$ cat config.mk
export PLATFORM = sky130hd
export DESIGN_NAME = lut_rw_seq_flat
export DESIGN_NICKNAME = d
export VERILOG_FILES = /design/src/rtl/lut_rw_seq_pkg.sv /design/src/rtl/lut_rw_seq_if.sv /design/src/rtl/lut_storage_ram.sv /design/src/rtl/lut_rw_seq.sv /design/src/flat_wrapper.sv
export SDC_FILE = /design/constraint.sdc
export NUM_CORES = 1
export LEC_CHECK = 0
export CAP_MARGIN = 25
export CELL_PAD_IN_SITES_DETAIL_PLACEMENT = 2
export CELL_PAD_IN_SITES_GLOBAL_PLACEMENT = 2
export CORE_MARGIN = 5
export CORE_UTILIZATION = 40
export DETAILED_ROUTE_END_ITERATION = 16
export MAX_ROUTING_LAYER = met4
export PLACE_DENSITY = 0.77
export SYNTH_ARGS = -nofsm -noshare
export SYNTH_HDL_FRONTEND = slang
export SYNTH_SLANG_ARGS = --single-unit
$ cat constraint.sdc
create_clock -name clk -period 3.27 [get_ports clk]
set_input_delay 0.327 -clock clk [delete_from_list [all_inputs] [get_ports clk]]
set_output_delay 0.327 -clock clk [all_outputs]
set_load 0.05 [all_outputs]
$ cat src/rtl/lut_rw_seq_pkg.sv
// Shared types and default sizing for the writable lookup table.
package lut_pkg;

   typedef enum logic [0:0] {
      INIT,
      RUN
   } lut_state_t;

   localparam int unsigned LUT_DEFAULT_DEPTH  = 32;
   localparam int unsigned LUT_DEFAULT_DATA_W = 8;
   localparam int unsigned LUT_DEFAULT_BASE   = 60;
   localparam int unsigned LUT_DEFAULT_COUNT  = 14;

endpackage

$ cat src/rtl/lut_rw_seq_if.sv
// Read/write/control bundle between the datapath and the lookup table.
interface lut_rw_seq_if #(
   parameter int unsigned ADDR_W = 5,
   parameter int unsigned DATA_W = 8
);
   logic              reinit;
   logic              init_busy;
   logic              rd_req;
   logic [ADDR_W-1:0] rd_addr;
   logic              rd_ready;
   logic              rd_valid;
   logic [DATA_W-1:0] rd_data;
   logic              wr_en;
   logic [ADDR_W-1:0] wr_addr;
   logic [DATA_W-1:0] wr_data;

   modport master (
      output reinit, rd_req, rd_addr, wr_en, wr_addr, wr_data,
      input  init_busy, rd_ready, rd_valid, rd_data
   );

   modport slave (
      input  reinit, rd_req, rd_addr, wr_en, wr_addr, wr_data,
      output init_busy, rd_ready, rd_valid, rd_data
   );
endinterface

$ cat src/rtl/lut_storage_ram.sv
// Plain DEPTH x DATA_W storage: one write port, one registered read port, no reset.
module lut_storage_ram #(
   parameter int unsigned DEPTH  = 32,
   parameter int unsigned DATA_W = 8,
   parameter int unsigned ADDR_W = $clog2(DEPTH)
) (
   input  logic              i_clk,
   input  logic              i_we,
   input  logic [ADDR_W-1:0] i_waddr,
   input  logic [DATA_W-1:0] i_wdata,
   input  logic              i_re,
   input  logic [ADDR_W-1:0] i_raddr,
   output logic [DATA_W-1:0] o_rdata
);

   logic [DATA_W-1:0] r_mem [DEPTH];
   logic [DATA_W-1:0] r_rdata;

   // Write and read share the edge; the read sees the pre-write contents.
   always_ff @(posedge i_clk) begin
      if (i_we) begin
         r_mem[i_waddr] <= i_wdata;
      end
      if (i_re) begin
         r_rdata <= r_mem[i_raddr];
      end
   end

   assign o_rdata = r_rdata;

endmodule

$ cat src/rtl/lut_rw_seq.sv
// Writable lookup table with a self-initialising sweep and a valid-handshaked read port.
// Optional build macro LUT_FWD_EN: a same-edge write and accepted read to one address
// returns the new write data instead of the old contents.
module lut_rw_seq
   import lut_pkg::*;
#(
   parameter  int unsigned DEPTH      = LUT_DEFAULT_DEPTH,
   parameter  int unsigned DATA_W     = LUT_DEFAULT_DATA_W,
   parameter  int unsigned INIT_BASE  = LUT_DEFAULT_BASE,
   parameter  int unsigned INIT_COUNT = LUT_DEFAULT_COUNT,
   localparam int unsigned ADDR_W     = $clog2(DEPTH)
) (
   input logic         clk,
   input logic         reset_n,
   lut_rw_seq_if.slave bus
);

   localparam logic [ADDR_W-1:0] LAST_IDX = ADDR_W'(DEPTH - 1);
   localparam logic [ADDR_W:0]   DEPTH_L  = (ADDR_W + 1)'(DEPTH);

   lut_state_t        r_state, w_state_d;
   logic [ADDR_W-1:0] r_idx, w_idx_d;

   logic              w_rd_accept;
   logic              w_rd_in_range;
   logic              w_wr_in_range;
   logic              w_fwd_hit;
   logic [DATA_W-1:0] w_init_val;

   logic              w_ram_we;
   logic [ADDR_W-1:0] w_ram_waddr;
   logic [DATA_W-1:0] w_ram_wdata;
   logic [DATA_W-1:0] w_ram_q;

   logic              r_rd_valid;
   logic              r_sel_zero;
   logic              r_sel_fwd;
   logic [DATA_W-1:0] r_fwd_data;

   // Out-of-range addresses only exist when DEPTH is not a power of two.
   assign w_rd_in_range = {1'b0, bus.rd_addr} < DEPTH_L;
   assign w_wr_in_range = {1'b0, bus.wr_addr} < DEPTH_L;

   assign bus.rd_ready  = (r_state == RUN) && !bus.reinit;
   assign bus.init_busy = (r_state == INIT);
   assign w_rd_accept   = bus.rd_req && bus.rd_ready;

   // Sweep value wraps at DATA_W bits.
   assign w_init_val = (32'(r_idx) < INIT_COUNT) ? DATA_W'(INIT_BASE + 32'(r_idx)) : '0;

   // State and sweep index register.
   always_ff @(posedge clk) begin
      if (!reset_n) begin
         r_state <= INIT;
         r_idx   <= '0;
      end else begin
         r_state <= w_state_d;
         r_idx   <= w_idx_d;
      end
   end

   // Next-state: sweep every entry once, then serve until reinit.
   always_comb begin
      w_state_d = r_state;
      w_idx_d   = r_idx;
      unique case (r_state)
         INIT: begin
            if (bus.reinit) begin
               w_idx_d = '0;
            end else if (r_idx == LAST_IDX) begin
               w_state_d = RUN;
               w_idx_d   = '0;
            end else begin
               w_idx_d = r_idx + ADDR_W'(1);
            end
         end
         RUN: begin
            if (bus.reinit) begin
               w_state_d = INIT;
               w_idx_d   = '0;
            end
         end
      endcase
   end

   // Write port mux: sweep owns the RAM in INIT, user writes only in RUN.
   always_comb begin
      w_ram_we    = 1'b0;
      w_ram_waddr = bus.wr_addr;
      w_ram_wdata = bus.wr_data;
      if (r_state == INIT) begin
         w_ram_we    = 1'b1;
         w_ram_waddr = r_idx;
         w_ram_wdata = w_init_val;
      end else if (bus.wr_en && !bus.reinit && w_wr_in_range) begin
         w_ram_we = 1'b1;
      end
   end

`ifdef LUT_FWD_EN
   assign w_fwd_hit = w_rd_accept && w_ram_we && (bus.wr_addr == bus.rd_addr);
`else
   assign w_fwd_hit = 1'b0;
`endif

   lut_storage_ram #(
      .DEPTH  (DEPTH),
      .DATA_W (DATA_W),
      .ADDR_W (ADDR_W)
   ) u_ram (
      .i_clk   (clk),
      .i_we    (w_ram_we),
      .i_waddr (w_ram_waddr),
      .i_wdata (w_ram_wdata),
      .i_re    (w_rd_accept && w_rd_in_range),
      .i_raddr (bus.rd_addr),
      .o_rdata (w_ram_q)
   );

   // Read result selectors; the RAM output itself holds between accepts.
   always_ff @(posedge clk) begin
      if (!reset_n) begin
         r_rd_valid <= 1'b0;
         r_sel_zero <= 1'b1;
         r_sel_fwd  <= 1'b0;
         r_fwd_data <= '0;
      end else begin
         r_rd_valid <= w_rd_accept;
         if (w_rd_accept) begin
            r_sel_zero <= !w_rd_in_range;
            r_sel_fwd  <= w_fwd_hit;
            r_fwd_data <= bus.wr_data;
         end
      end
   end

   assign bus.rd_valid = r_rd_valid;
   assign bus.rd_data  = r_sel_zero ? '0 : (r_sel_fwd ? r_fwd_data : w_ram_q);

endmodule

$ cat src/flat_wrapper.sv
// flat-port wrapper written by rule: the top's interface ports become plain ports
module lut_rw_seq_flat import lut_pkg::*;
#(
   parameter  int unsigned DEPTH      = LUT_DEFAULT_DEPTH,
   parameter  int unsigned DATA_W     = LUT_DEFAULT_DATA_W,
   parameter  int unsigned INIT_BASE  = LUT_DEFAULT_BASE,
   parameter  int unsigned INIT_COUNT = LUT_DEFAULT_COUNT,
   localparam int unsigned ADDR_W     = $clog2(DEPTH)
)
  (clk, reset_n, bus_reinit, bus_rd_req, bus_rd_addr, bus_wr_en, bus_wr_addr, bus_wr_data, bus_init_busy, bus_rd_ready, bus_rd_valid, bus_rd_data);
  lut_rw_seq_if #(.ADDR_W((5)), .DATA_W(DATA_W)) bus_i ();
  input logic clk;
  input logic reset_n;
  input wire logic [$bits(bus_i.reinit)-1:0] bus_reinit;
  input wire logic [$bits(bus_i.rd_req)-1:0] bus_rd_req;
  input wire logic [$bits(bus_i.rd_addr)-1:0] bus_rd_addr;
  input wire logic [$bits(bus_i.wr_en)-1:0] bus_wr_en;
  input wire logic [$bits(bus_i.wr_addr)-1:0] bus_wr_addr;
  input wire logic [$bits(bus_i.wr_data)-1:0] bus_wr_data;
  output wire logic [$bits(bus_i.init_busy)-1:0] bus_init_busy;
  output wire logic [$bits(bus_i.rd_ready)-1:0] bus_rd_ready;
  output wire logic [$bits(bus_i.rd_valid)-1:0] bus_rd_valid;
  output wire logic [$bits(bus_i.rd_data)-1:0] bus_rd_data;
  assign bus_i.reinit = bus_reinit;
  assign bus_i.rd_req = bus_rd_req;
  assign bus_i.rd_addr = bus_rd_addr;
  assign bus_i.wr_en = bus_wr_en;
  assign bus_i.wr_addr = bus_wr_addr;
  assign bus_i.wr_data = bus_wr_data;
  assign bus_init_busy = bus_i.init_busy;
  assign bus_rd_ready = bus_i.rd_ready;
  assign bus_rd_valid = bus_i.rd_valid;
  assign bus_rd_data = bus_i.rd_data;
  lut_rw_seq #(.DEPTH(DEPTH), .DATA_W(DATA_W), .INIT_BASE(INIT_BASE), .INIT_COUNT(INIT_COUNT)) u_core (.clk(clk), .reset_n(reset_n), .bus(bus_i));
endmodule
Yosys cells after proc, flatten, opt, wreduce, memory -nomap -nowiden
Memories as Yosys holds them, arrays and structs flattened. A register that Yosys moved wholly into a read port is not among the register bits. Index checks and enable logic that the tools add are counted.

Register bits after elaboration: 8. Memory bits (writable): 256. Input bits: 23. Output and inout port bits: 11. Logic and storage cells: 31. Memories kept: 1.

Memory list: u_core.u_ram.r_mem (words 32, bits a word 8, read ports 1, clocked after memory_dff 1, wr ports 1, RTL line lut_storage_ram.sv:16) `logic [DATA_W-1:0] r_mem [DEPTH];`.

$add $sub $neg: 2. Order comparisons: 1. Equal/unequal tests: 2. Multiplexer cells: 16. Bitwise operators: 1. Reductions and logical operators: 4.

Operator list (count): $mux W8 (3); $mux W5 (4); $pmux W5 S2 (1); $add A6 B5 Y7 const A (1); $mux W1 (7); $add A5 B1 Y5 const B (1); $eq A5 B5 Y1 const B (1); $lt A5 B4 Y1 const B (1); $logic_and A1 B1 Y1 (3); $ne A2 B2 Y1 const B (1); $pmux W1 S2 (1); $logic_not A1 Y1 (1); $not A1 Y1 (1).

Depth between registers and ports, before layout
Depth in word-level cells: 6. Gate-level depth with buffers: 6. Gate-level depth less buffers: 6.

Hierarchy
Synthesis repeated with hierarchy kept, for this count alone.

Cells, all modules: 501. Area, all modules: 10741.6 um2.

Modules (own cells, without submodules): lut_storage_ram (times used 1, cells each 417, area each 10133.5 um2, sequential area each 7927.6 um2); lut_rw_seq (times used 1, cells each 84, area each 608.1 um2, sequential area each 160.2 um2).

Least setup slack after synthesis
OpenSTA, ideal clock, no wires.

Path kind: register to register. From: reg u_core.r_state. To: mem u_core.u_ram.r_mem[0][5] (data pin). Library setup time: 0.563 ns. Arrival time: 2.557 ns. Required time: 2.707 ns. Path slack: 0.150 ns. Stages on the path, launching flop included: 4. Buffers on the path: 2. Clock period less this slack: 3.120 ns. Cell sequence: dfxtp_1 > clkbuf_1 > clkbuf_1 > o41ai_1.

Word-level cells in the longest chain between the ends: 1.

RTL lines: start: declaration (RTL line lut_rw_seq.sv:21) `lut_state_t r_state, w_state_d;`; start signal: assignment (RTL line lut_rw_seq.sv:57) `r_state <= w_state_d;`; $mux W8 (RTL line lut_rw_seq.sv:91) `if (r_state == INIT) begin`; via u_core.u_ram.i_wdata[5] (RTL line lut_storage_ram.sv:10) `input logic [DATA_W-1:0] i_wdata,`; end: declaration (RTL line lut_storage_ram.sv:16).

The timed path passes the listed nets, and every way through them passes these cells.

Worst setup path in the final report
From: reg u_core.r_state. To: out bus_rd_ready.

Word-level cells in the longest chain between the ends: 1.

RTL lines: $logic_and A1 B1 Y1 (RTL line lut_rw_seq.sv:44) `assign bus.rd_ready = (r_state == RUN) && !bus.reinit;`; end: declaration (RTL line flat_wrapper.sv:21) `output wire logic [$bits(bus_i.rd_ready)-1:0] bus_rd_ready;`.

No other way between the ends.

==> results.md <==
Timing:
- At the pin with the least slew margin, the transition time is 1000 ps.
- Setup total negative slack on the finished layout was measured at 0 ps.
- The worst path setup slack after routing is 399 ps.
- Hold is met by 390 ps.
- The number of max-slew violations in the final report came to 0.
- In the finished design, the share of the clock period the worst path needs comes to 0.878.
- The number of failing setup endpoints in the final timing report is 0.
- Setup repair after global routing left no endpoint under its margin.
- The number of hold violations in the final report was 0.
- Static timing analysis puts the maximum clock frequency at 0.348 GHz.
- Counting I/O delays and the setup requirement, the final critical path takes 2870 ps.
- In this run the tightest slew margin relative to its limit is 0.330.
- Clock skew on the completed layout was measured at 7.56 ps.

Global route:
- The remaining global-route overflow is 0.
- Entering global routing, the biggest net connects 48 pins.
- For this run, the total global-route usage over all layers was measured as 0.197.
- The number of antenna violations at the first check in global routing is 0.
- The first global-routing pass estimated 42800 um of wire.
- The number of global-route vias before repair is 5924.

Hold path:
- The terminating pin of the worst hold path is u_core.r_sel_zero$_SDFFE_PN1P_.
- Counting instances, the worst hold path has a depth of 2.
- The tightest min-delay check is of the in -> reg type.
- The critical hold path startpoint is reset_n.

Drt:
- Dividing the detail-routed via count by the number of cells gives 5.74.
- The number of DRC violations after detailed-routing iteration 0 is 502.
- The overall routed net length is 28600 um.
- The routed layout has 5380 vias.
- The number of detailed-route iterations in the first pass is 5.
- The number of DRC violations after detailed routing is 0.
- In the final routed layout, each cell accounts on average for 30.5 um.
- The remaining number of nets flagged by the antenna check after routing is 0.

Floorplanning:
- The floorplan step defined a core boundary enclosing 0.0267 mm2.
- The floorplan step defined a die boundary enclosing 0.0303 mm2.
- The number of I/O pins is 34.
- The die outline width is 174 um.
- The floorplan has 60 rows.
- The y dimension of the die is 174 um.
- For this configuration, the core starts out at a cell density of 0.403.

CTS:
- The total clock sinks is 272.
- Clock-pin slew was measured on the worst setup and hold paths at 60 ps.
- Counting the buffers created by CTS gives 27.
- The depth of the CTS H-tree is 1.
- The clock network latency to the later pin of the worst-skew pair is 520 ps.
- TritonCTS built the clock tree.
- After clock tree synthesis, the flow added hold-fix buffers numbering 0.
- Gates resized during post-CTS repair numbered 0.
- Buffers added to address setup during post-CTS repair amount to 0.
- The maximum clock insertion buffer count is 3.
- The root buffer cell chosen for the clock tree is sky130_fd_sc_hd__clkbuf_16.

Final layout:
- Summing all multi-input logic gate instances after layout gives 0.00260 mm2.
- After routing the design area is 0.0125 mm2.
- The most common library cell in the layout ignoring fill and taps is sky130_fd_sc_hd__edfxtp_1.
- At the end of the flow the core is filled with cells to 0.469.
- The area growth from synthesis to layout is 16.3%.
- The sequential cell area in the final layout is 0.00809 mm2.
- Leaving out fill and tap cells, the most frequent cells in the layout are sky130_fd_sc_hd__edfxtp_1, sky130_fd_sc_hd__mux4_2, sky130_fd_sc_hd__nor2_1.
- Excluding fillers, the count of instances in the completed layout stands at 938.
- After the last flow step, the layout net total stands at 606.
- The share of final-layout standard cells stronger than drive strength 1 is 0.285.
- The filler cells instantiated in the layout total 2399.
- 0 antenna diodes ended up in the layout.

Setup path:
- The flop-to-flop setup slack is 580 ps.
- The worst register-to-register path ends at u_core.u_ram.r_mem[1][5]$_DFFE_PP_.
- The path depth of the worst reg2reg path is 3.
- The worst setup path is captured at an output pin.
- The kind of launch point of the worst setup path is a flip-flop.
- For the worst setup path, the data required time is 2940 ps.
- Data arrives at the worst endpoint at 2540 ps.
- The worst setup path is of the reg -> out kind.
- The worst-path maximum fanout is 17.
- The worst flop-to-flop path startpoint is u_core.r_state$_SDFF_PN0_.

Placed design:
- Once placement finished, the instance area stood at 0.0118 mm2.
- The count of buffers from port buffering is 33.
- At the placement stage, the worst setup path has a slack of 565 ps.
- Summed over all nets, the half-perimeter wirelength after detailed placement is 19600 um.
- Including well taps, the total number of placed cells is 890.
- The weighted congestion at the end of routability-driven global placement is 0.793.

Logic synthesis:
- The number of nets produced by synthesis is 530.
- Of the post-synthesis cell area, the dominant cell type holds 0.736.
- Measured against the total synthesized area, the mux share comes to 0.181.
- The number of distinct library cells after synthesis is 31.
- The synthesized area per cell is 21.5 um2.
- The synthesized design spends more area on one cell type than any other, namely sky130_fd_sc_hd__edfxtp_1.
- The sequential area share after synthesis is 0.751.
- After synthesis, the largest family of logic cells by area is multiplexers.
- Of the total synthesized cell area, the portion taken by XOR and XNOR cells is 0.
- Of the total synthesized cell area, the portion taken by AND, OR, NAND and NOR gates is 0.0350.
- The arithmetic-cell share of the synthesized area counting full adders, half adders and majority gates is 0.00581.
- The post-synthesis instance total is 502.
- The number of warnings issued by yosys is 0.
- The synthesized cell area is 0.0108 mm2.
- Counting flops and latches in the post-synthesis netlist gives 272.
- In the post-synthesis netlist, the biggest area contributors are sky130_fd_sc_hd__edfxtp_1, sky130_fd_sc_hd__mux4_2, sky130_fd_sc_hd__dfxtp_1.
- The complex-gate fraction of the synthesized area is 0.0139.

Power:
- The leakage power summed over all cells is 3.95 nW.
- The total power consumption of the routed design is 6.86 mW.
- The share of total power dissipated in sequential elements is 0.554.
- Power spread over the standard cell area amounts to 547 mW/mm2.
- The share of total power dissipated in the clock network is 0.402.
- The combinational share of power is 0.044.
- The internal portion of total power is 5.46 mW.
- The switching component of the power is 1.39 mW.
- The largest vdd supply drop is 0.294 mV.
- Of the total power, the share spent switching nets is 0.203.

Job:
- The max-capacitance violation count is 0.

Status:
- The run finished with clean final reports.
==> metal layers <==
metal,GRT usage,routed length [um],vias to the layer above
met1,0.274,12400,2943
met5,-,0,-
met2,0.317,14200,173
li1,-,-,2236
met4,0.0333,363,0
met3,0.0313,1630,28
==> synth_stat cells <==
| cell type | instances |
|---|---|
| sky130_fd_sc_hd__mux2_2 | 10 |
| sky130_fd_sc_hd__o21ai_1 | 2 |
| sky130_fd_sc_hd__ha_1 | 5 |
| sky130_fd_sc_hd__clkbuf_1 | 11 |
| sky130_fd_sc_hd__o211ai_1 | 2 |
| sky130_fd_sc_hd__buf_6 | 1 |
| sky130_fd_sc_hd__buf_1 | 5 |
| sky130_fd_sc_hd__and2_1 | 3 |
| sky130_fd_sc_hd__nor2b_1 | 10 |
| sky130_fd_sc_hd__and3_1 | 4 |
| sky130_fd_sc_hd__edfxtp_1 | 264 |
| sky130_fd_sc_hd__buf_4 | 6 |
| sky130_fd_sc_hd__a21oi_1 | 3 |
| sky130_fd_sc_hd__o21ai_0 | 14 |
| sky130_fd_sc_hd__nand3_1 | 4 |
| sky130_fd_sc_hd__nor3b_1 | 4 |
| sky130_fd_sc_hd__o41ai_1 | 1 |
| sky130_fd_sc_hd__and3b_1 | 3 |
| sky130_fd_sc_hd__and4b_1 | 1 |
| sky130_fd_sc_hd__inv_1 | 5 |
| sky130_fd_sc_hd__nand2b_1 | 2 |
| sky130_fd_sc_hd__a22o_1 | 2 |
| sky130_fd_sc_hd__nor2_1 | 38 |
| sky130_fd_sc_hd__nand2_1 | 5 |
| sky130_fd_sc_hd__nor3_1 | 2 |
| sky130_fd_sc_hd__mux4_2 | 80 |
| sky130_fd_sc_hd__dfxtp_1 | 8 |
| sky130_fd_sc_hd__buf_2 | 1 |
| sky130_fd_sc_hd__o31ai_1 | 1 |
| sky130_fd_sc_hd__mux2i_1 | 4 |
| sky130_fd_sc_hd__a31oi_1 | 1 |
==> state kept, by name, indices dropped and copies added (netlist names) <==
register / cells
u_core.r_sel_zero: 1
u_core.bus.rd_valid: 1
u_core.r_state: 1
u_core.u_ram.o_rdata: 8
u_core.u_ram.r_mem: 256
u_core.r_idx: 5
==> how the worst max path moves through the flow <==
| stage | end | depth (start not counted) | from |
|---|---|---|---|
| 6_report | bus_rd_ready | 3 | u_core.r_state$_SDFF_PN0_ |
| 4_1_cts | bus_rd_ready | 3 | u_core.r_state$_SDFF_PN0_ |
| 3_3_place_gp | u_core.u_ram.r_mem[9][2]$_DFFE_PP_ | 5 | bus_reinit |
| 2_1_floorplan | u_core.u_ram.r_mem[0][5]$_DFFE_PP_ | 3 | u_core.r_state$_SDFF_PN0_ |
| 3_5_place_dp | u_core.u_ram.r_mem[1][5]$_DFFE_PP_ | 4 | bus_wr_addr[3] |
| 5_1_grt | bus_rd_ready | 3 | u_core.r_state$_SDFF_PN0_ |
==> cell families after synthesis <==
group,count (synthesis)
flip-flops,272
AND/OR/NAND/NOR,76
multiplexers,94
adder cells (fa/ha/maj),5
buffers and inverters,29
AO/OA/AOI/OAI,26
==> cell type report <==
| class | count | share of cell area |
|---|---|---|
| Clock inverter | 11 | 0.00409 |
| Timing Repair Buffer | 71 | 0.0505 |
| Tap cell | 341 | 0.0341 |
| Inverter | 5 | 0.00150 |
| Multi-Input combinational cell | 201 | 0.207 |
| Clock buffer | 37 | 0.0569 |
| Sequential cell | 272 | 0.645 |
==> power by group through the flow <==
stage               clock [mW]  combinational (mW)  sequential (mW)
finish                    2.76               0.299             3.80
floorplan                    0               0.189             3.87
global placement             0               0.290             3.87
global route              2.98               0.315             3.80
detailed placement           0               0.304             3.88
CTS                       2.82               0.304             3.80
==> critical path, cell delays in order (launching register included) <==
cell and delay [ps]:
sky130_fd_sc_hd__dfxtp_1 680, sky130_fd_sc_hd__buf_4 270, sky130_fd_sc_hd__nor2b_1 230, sky130_fd_sc_hd__clkdlybuf4s50_1 850
Power figures use the tool's default switching activity.
